[config.mk]
export PLATFORM = sky130hd
export DESIGN_NAME = systolic_input_sequencer
export DESIGN_NICKNAME = d
export VERILOG_FILES = /design/src/rtl/systolic_input_sequencer.sv
export SDC_FILE = /design/constraint.sdc
export NUM_CORES = 1
export LEC_CHECK = 0
export CAP_MARGIN = 10
export CELL_PAD_IN_SITES_DETAIL_PLACEMENT = 1
export CELL_PAD_IN_SITES_GLOBAL_PLACEMENT = 1
export CORE_MARGIN = 2
export CORE_UTILIZATION = 35
export DETAILED_ROUTE_END_ITERATION = 16
export MAX_ROUTING_LAYER = met4
export PLACE_DENSITY_LB_ADDON = 0.1
export SLEW_MARGIN = 20
export SYNTH_ARGS = -nofsm -noshare
export SYNTH_HDL_FRONTEND = slang
export SYNTH_SLANG_ARGS = --single-unit
[constraint.sdc]
create_clock -name clk -period 2.2 [get_ports clk]
set_clock_uncertainty 0.05 [all_clocks]
set_input_delay 0.22 -clock clk [delete_from_list [all_inputs] [get_ports clk]]
set_output_delay 0.22 -clock clk [all_outputs]
set_load 0.01 [all_outputs]
[src/rtl/systolic_input_sequencer.sv]
// Load/feed/drain sequencer for an NxN systolic array: N accepted columns, 2N-1 skewed feed cycles, DRAIN_LAT settle cycles.
// Outputs decode registered state one cycle after the deciding edge; LOAD stalls on in_valid low or any fifo_full, and FEED/DRAIN never stall.
module systolic_input_sequencer #(
    parameter int N         = 4,
    parameter int DRAIN_LAT = 4
) (
    input  logic         clk,
    input  logic         rst,
    input  logic         start,
    input  logic         in_valid,
    output logic         in_ready,
    output logic [N-1:0] wen,
    output logic [N-1:0] ren,
    input  logic [N-1:0] fifo_full,
    input  logic [N-1:0] fifo_empty,
    output logic         acc_clr,
    output logic         busy,
    output logic         done,
    output logic         err
);

    localparam int CW  = $clog2(2 * N);
    // The drain counter widens when DRAIN_LAT exceeds 2N so it cannot wrap mid-pass.
    localparam int DWR = $clog2(DRAIN_LAT + 1);
    localparam int DW  = (DWR > CW) ? DWR : CW;

    typedef enum logic [2:0] {
        S_IDLE,
        S_LOAD,
        S_FEED,
        S_DRAIN,
        S_DONE
    } state_t;

    state_t        state;
    logic [CW-1:0] lcnt;
    logic [CW-1:0] t;
    logic [DW-1:0] d;
    logic          acc_clr_q;
    logic          err_q;
    logic          accept;
    logic [N-1:0]  ren_v;

    assign in_ready = (state == S_LOAD) & ~(|fifo_full);
    assign accept   = in_valid & in_ready;
    assign wen      = {N{accept}};
    assign acc_clr  = acc_clr_q;
    assign busy     = (state != S_IDLE);
    assign done     = (state == S_DONE);
    assign err      = err_q;
    assign ren      = ren_v;

    // Diagonal skew: row i is read while t lies in [i, i+N-1].
    always_comb begin
        ren_v = '0;
        for (int i = 0; i < N; i++) begin
            if (state == S_FEED && int'(t) >= i && int'(t) <= i + N - 1) begin
                ren_v[i] = 1'b1;
            end
        end
    end

    always_ff @(posedge clk or posedge rst) begin
        if (rst) begin
            state     <= S_IDLE;
            lcnt      <= '0;
            t         <= '0;
            d         <= '0;
            acc_clr_q <= 1'b0;
            err_q     <= 1'b0;
        end else begin
            acc_clr_q <= 1'b0;
            if (|(ren_v & fifo_empty)) begin
                err_q <= 1'b1;
            end
            case (state)
                S_IDLE: begin
                    if (start) begin
                        state     <= S_LOAD;
                        lcnt      <= '0;
                        acc_clr_q <= 1'b1;
                        err_q     <= 1'b0;
                    end
                end
                S_LOAD: begin
                    if (accept) begin
                        if (lcnt == CW'(N - 1)) begin
                            state <= S_FEED;
                            lcnt  <= '0;
                            t     <= '0;
                        end else begin
                            lcnt <= lcnt + CW'(1);
                        end
                    end
                end
                S_FEED: begin
                    if (t == CW'(2 * N - 2)) begin
                        state <= S_DRAIN;
                        t     <= '0;
                        d     <= '0;
                    end else begin
                        t <= t + CW'(1);
                    end
                end
                S_DRAIN: begin
                    if (d == DW'(DRAIN_LAT - 1)) begin
                        state <= S_DONE;
                        d     <= '0;
                    end else begin
                        d <= d + DW'(1);
                    end
                end
                S_DONE: begin
                    state <= S_IDLE;
                end
                default: begin
                    state <= S_IDLE;
                end
            endcase
        end
    end

endmodule

==> results.py <==
metrics = {
    "status": {
        "run_status": "finished, final reports clean",
    },
    "global_routing": {
        "grt_antenna_before_repair": 0,
        "grt_max_degree": 15,
        "grtUsageTotal_pct": 16.05,
        "use_met1_pct": 20.61,
        "grt_pass1_wl_um": 3946,
        "overflow": 0,
        "use_met2_pct": 25.85,
        "busiest_layer": "met2",
        "use_met3_pct": 3.256,
        "grt_pass1_vias": 874,
    },
    "timing": {
        "fmax_ghz": 0.4825,
        "worst_pin_slew_ps": 548.3,
        "period_needed_ps": 2072,
        "finalSetupViolations": 0,
        "postLayoutSetupSlackWorst_ps": 127.6,
        "holdWs_ps": 231.2,
        "slew_violations": 0,
        "slew_headroom_pct": 63.41,
        "hold_violations": 0,
        "fin_setup_tns_ps": 0,
        "fin_crit_sh_pct": 94.20,
        "rsz0062_at_grt": "true",
    },
    "floorplan": {
        "die_w_um": 55.78,
        "core-area_sq_um": 2500,
        "io_pins": 25,
        "die_h_um": 55.78,
        "rows": 18,
        "die_area_sq_um": 3111,
        "initial_core_util_pct": 37.54,
    },
    "clocking": {
        "cts.htree.levels": 1,
        "clock-sinks": 14,
        "clock-root-buffer": "clkbuf_4",
        "path_clk_slew_ps": 90,
        "worstSkewPairLatency_ps": 280,
        "cts_tree": "built",
        "cts.path.max_buffers": 2,
        "cts_hold_buffers": 0,
        "cts_made_buffers": 3,
    },
    "layout": {
        "post_route_cells_drive_above_1_share_pct": 16.41,
        "nets": 147,
        "final.fill_count": 304,
        "final_util_pct": 50.35,
        "synthToLayoutAreaGrowth_pct": 34.13,
        "n_antenna_cell": 0,
        "multiInputGateArea_sq_um": 509.2,
        "seqCellArea_sq_um": 350.3,
        "final_common_cell": "clkdlybuf4s50_1",
        "final_cell_mix": "clkdlybuf4s50_1 (17), dfrtp_1 (14), nor2_1 (10)",
    },
    "routing": {
        "drtAntennaViolNets": 0,
        "drc": 0,
        "avgRoutedWirePerCell_um": 13.91,
        "totalWireLength_um": 2198,
        "drt_iter0_drc": 12,
        "dr.pass1.iters": 4,
        "routed_via_density": 5.348,
        "num_vias": 845,
    },
    "placed_design": {
        "detailed_place_hpwl_um": 1781,
        "portBuffers": 24,
        "preCtsSetupSlack_ps": -116.8,
        "place_congestion": 0.6913,
    },
    "synth": {
        "synth.ff_latch_count": 14,
        "syn_area_per_cell_sq_um": 9.384,
        "async_flop_share_pct": 100.0,
        "syn_inst": 100,
        "synth_top_area_share_pct": 37.33,
        "yosysUniqueCellTypes": 42,
        "synthFlopType": "dfrtp_1",
        "syn_nets": 118,
        "synth_area_leader_cell": "dfrtp_1",
        "syn-cell-area_sq_um": 938.4,
        "synth_edf_count": 0,
        "ys_seq_area_share_pct": 37.33,
        "synth_area_leaders": "dfrtp_1 (37%), ha_1 (8.0%), nor2_1 (4.0%)",
        "yosys_warnings": 0,
    },
    "worst_setup_path": {
        "r2r-end": "lcnt[0]$_DFFE_PP0P_",
        "end_kind": "primary output",
        "worstSetupStartpointType": "flip-flop",
        "crit_required_ps": 1930,
        "r2r_slack_ps": 430,
        "path_class": "flip-flop to primary output",
        "critPathMaxFanout": 11,
        "worstReg2RegStart": "state[2]$_DFFE_PP0P_",
        "arrival_ps": 1800,
        "r2r_cells": 5,
    },
    "job": {
        "cap_violations": 0,
    },
    "power_and_ir_drop": {
        "switching_share_pct": 37.22,
        "powerDensity_nw_per_um2": 890.7,
        "p_leak_nw": 0.5909,
        "ir_worst_vdd_uv": 702.8,
        "pwr-share-comb_pct": 50.3,
        "pwr-share-clk_pct": 16.6,
        "internal-power_mw": 0.7039,
        "p_switching_mw": 0.4173,
        "finalPower_mw": 1.121,
        "seqPwrFrac_pct": 33.1,
    },
    "min_path": {
        "hold_class": "input pin to asynchronous set/reset pin",
    },
}
==> cells in the mapped netlist (2+ instances only) <==
cell	instances
nand2b_1	2
mux2_1	2
nor2_1	10
nor3_1	3
a21oi_1	4
o21a_1	2
inv_1	7
a22oi_1	2
nand2_1	5
buf_6	2
ha_1	6
o21ai_0	2
buf_4	4
clkbuf_1	2
nor2b_1	5
a31oi_1	2
dfrtp_1	14
a32o_1	2
==> final cells by class <==
| cell class | instances | area share [%] |
|---|---|---|
| repair buffers | 33 | 23.76 |
| clock buffers | 4 | 2.883 |
| well taps | 30 | 2.982 |
| inverters | 7 | 2.087 |
| multi-input cells | 70 | 40.46 |
| flip-flops and latches | 14 | 27.83 |
==> cell families after synthesis <==
| kind of cell | Yosys count | synth area share (%) |
|---|---|---|
| buf+inv | 16 | 9.600 |
| simple gates | 36 | 21.60 |
| xor+xnor | 1 | 0.9335 |
| fa+ha+maj | 6 | 8.000 |
| compound gates | 23 | 17.87 |
| flops | 14 | 37.33 |
| mux | 4 | 4.666 |
==> power by group through the flow <==
stage          Sequential (mW)  Clock [mW]  Combinational, mW
3_3_place_gp             0.370           0              0.533
3_5_place_dp             0.376           0              0.565
6_report                 0.371       0.186              0.564
2_1_floorplan            0.383           0              0.368
5_1_grt                  0.382       0.210              0.638
4_1_cts                  0.371       0.192              0.568
==> registers in the layout (all words and copies together) (netlist names) <==
| name | count |
|---|---|
| d | 3 |
| state | 3 |
| t | 3 |
| err | 1 |
| acc_clr | 1 |
| lcnt | 3 |
==> worst max-delay path, cell delays in order (launching register included) <==
cell             delay (ps)
dfrtp_1                 380
buf_4                   170
nor2_1                  150
nand2_2                 150
nor2_1                  130
clkdlybuf4s50_1         540
==> timing repair <==
action                                  4_1_cts  5_1_grt
setup buffers                                 0        0
endpoints found under the setup margin        7        3
resized for setup                             9        2
==> how the worst max path moves through the flow <==
stage	startpoint	endpoint	slack (ps)	cells after the start
after floorplan	state[1]$_DFFE_PP0P_	lcnt[0]$_DFFE_PP0P_	430	6
after global placement	fifo_full[1]	wen[1]	-50	4
after detailed placement	fifo_full[1]	wen[3]	-120	4
after CTS	state[0]$_DFFE_PP0P_	ren[2]	40	5
after global routing	state[0]$_DFFE_PP0P_	ren[2]	-3	5
final	state[0]$_DFFE_PP0P_	ren[2]	130	5
==> routing by layer <==
layer	vias to the layer above	wire [um]
met1	408	966
li1	411	-
met3	4	85
met4	0	26
met5	-	0
met2	22	1119
==> through the flow <==
step                      cells  instance area [sq um]
final                       158                   1259
after CTS                   158                   1251
after floorplan             100                  938.4
after global placement      154                   1220
after detailed placement    154                   1220
after global routing        158                   1259
Power figures use the tool's default switching activity.
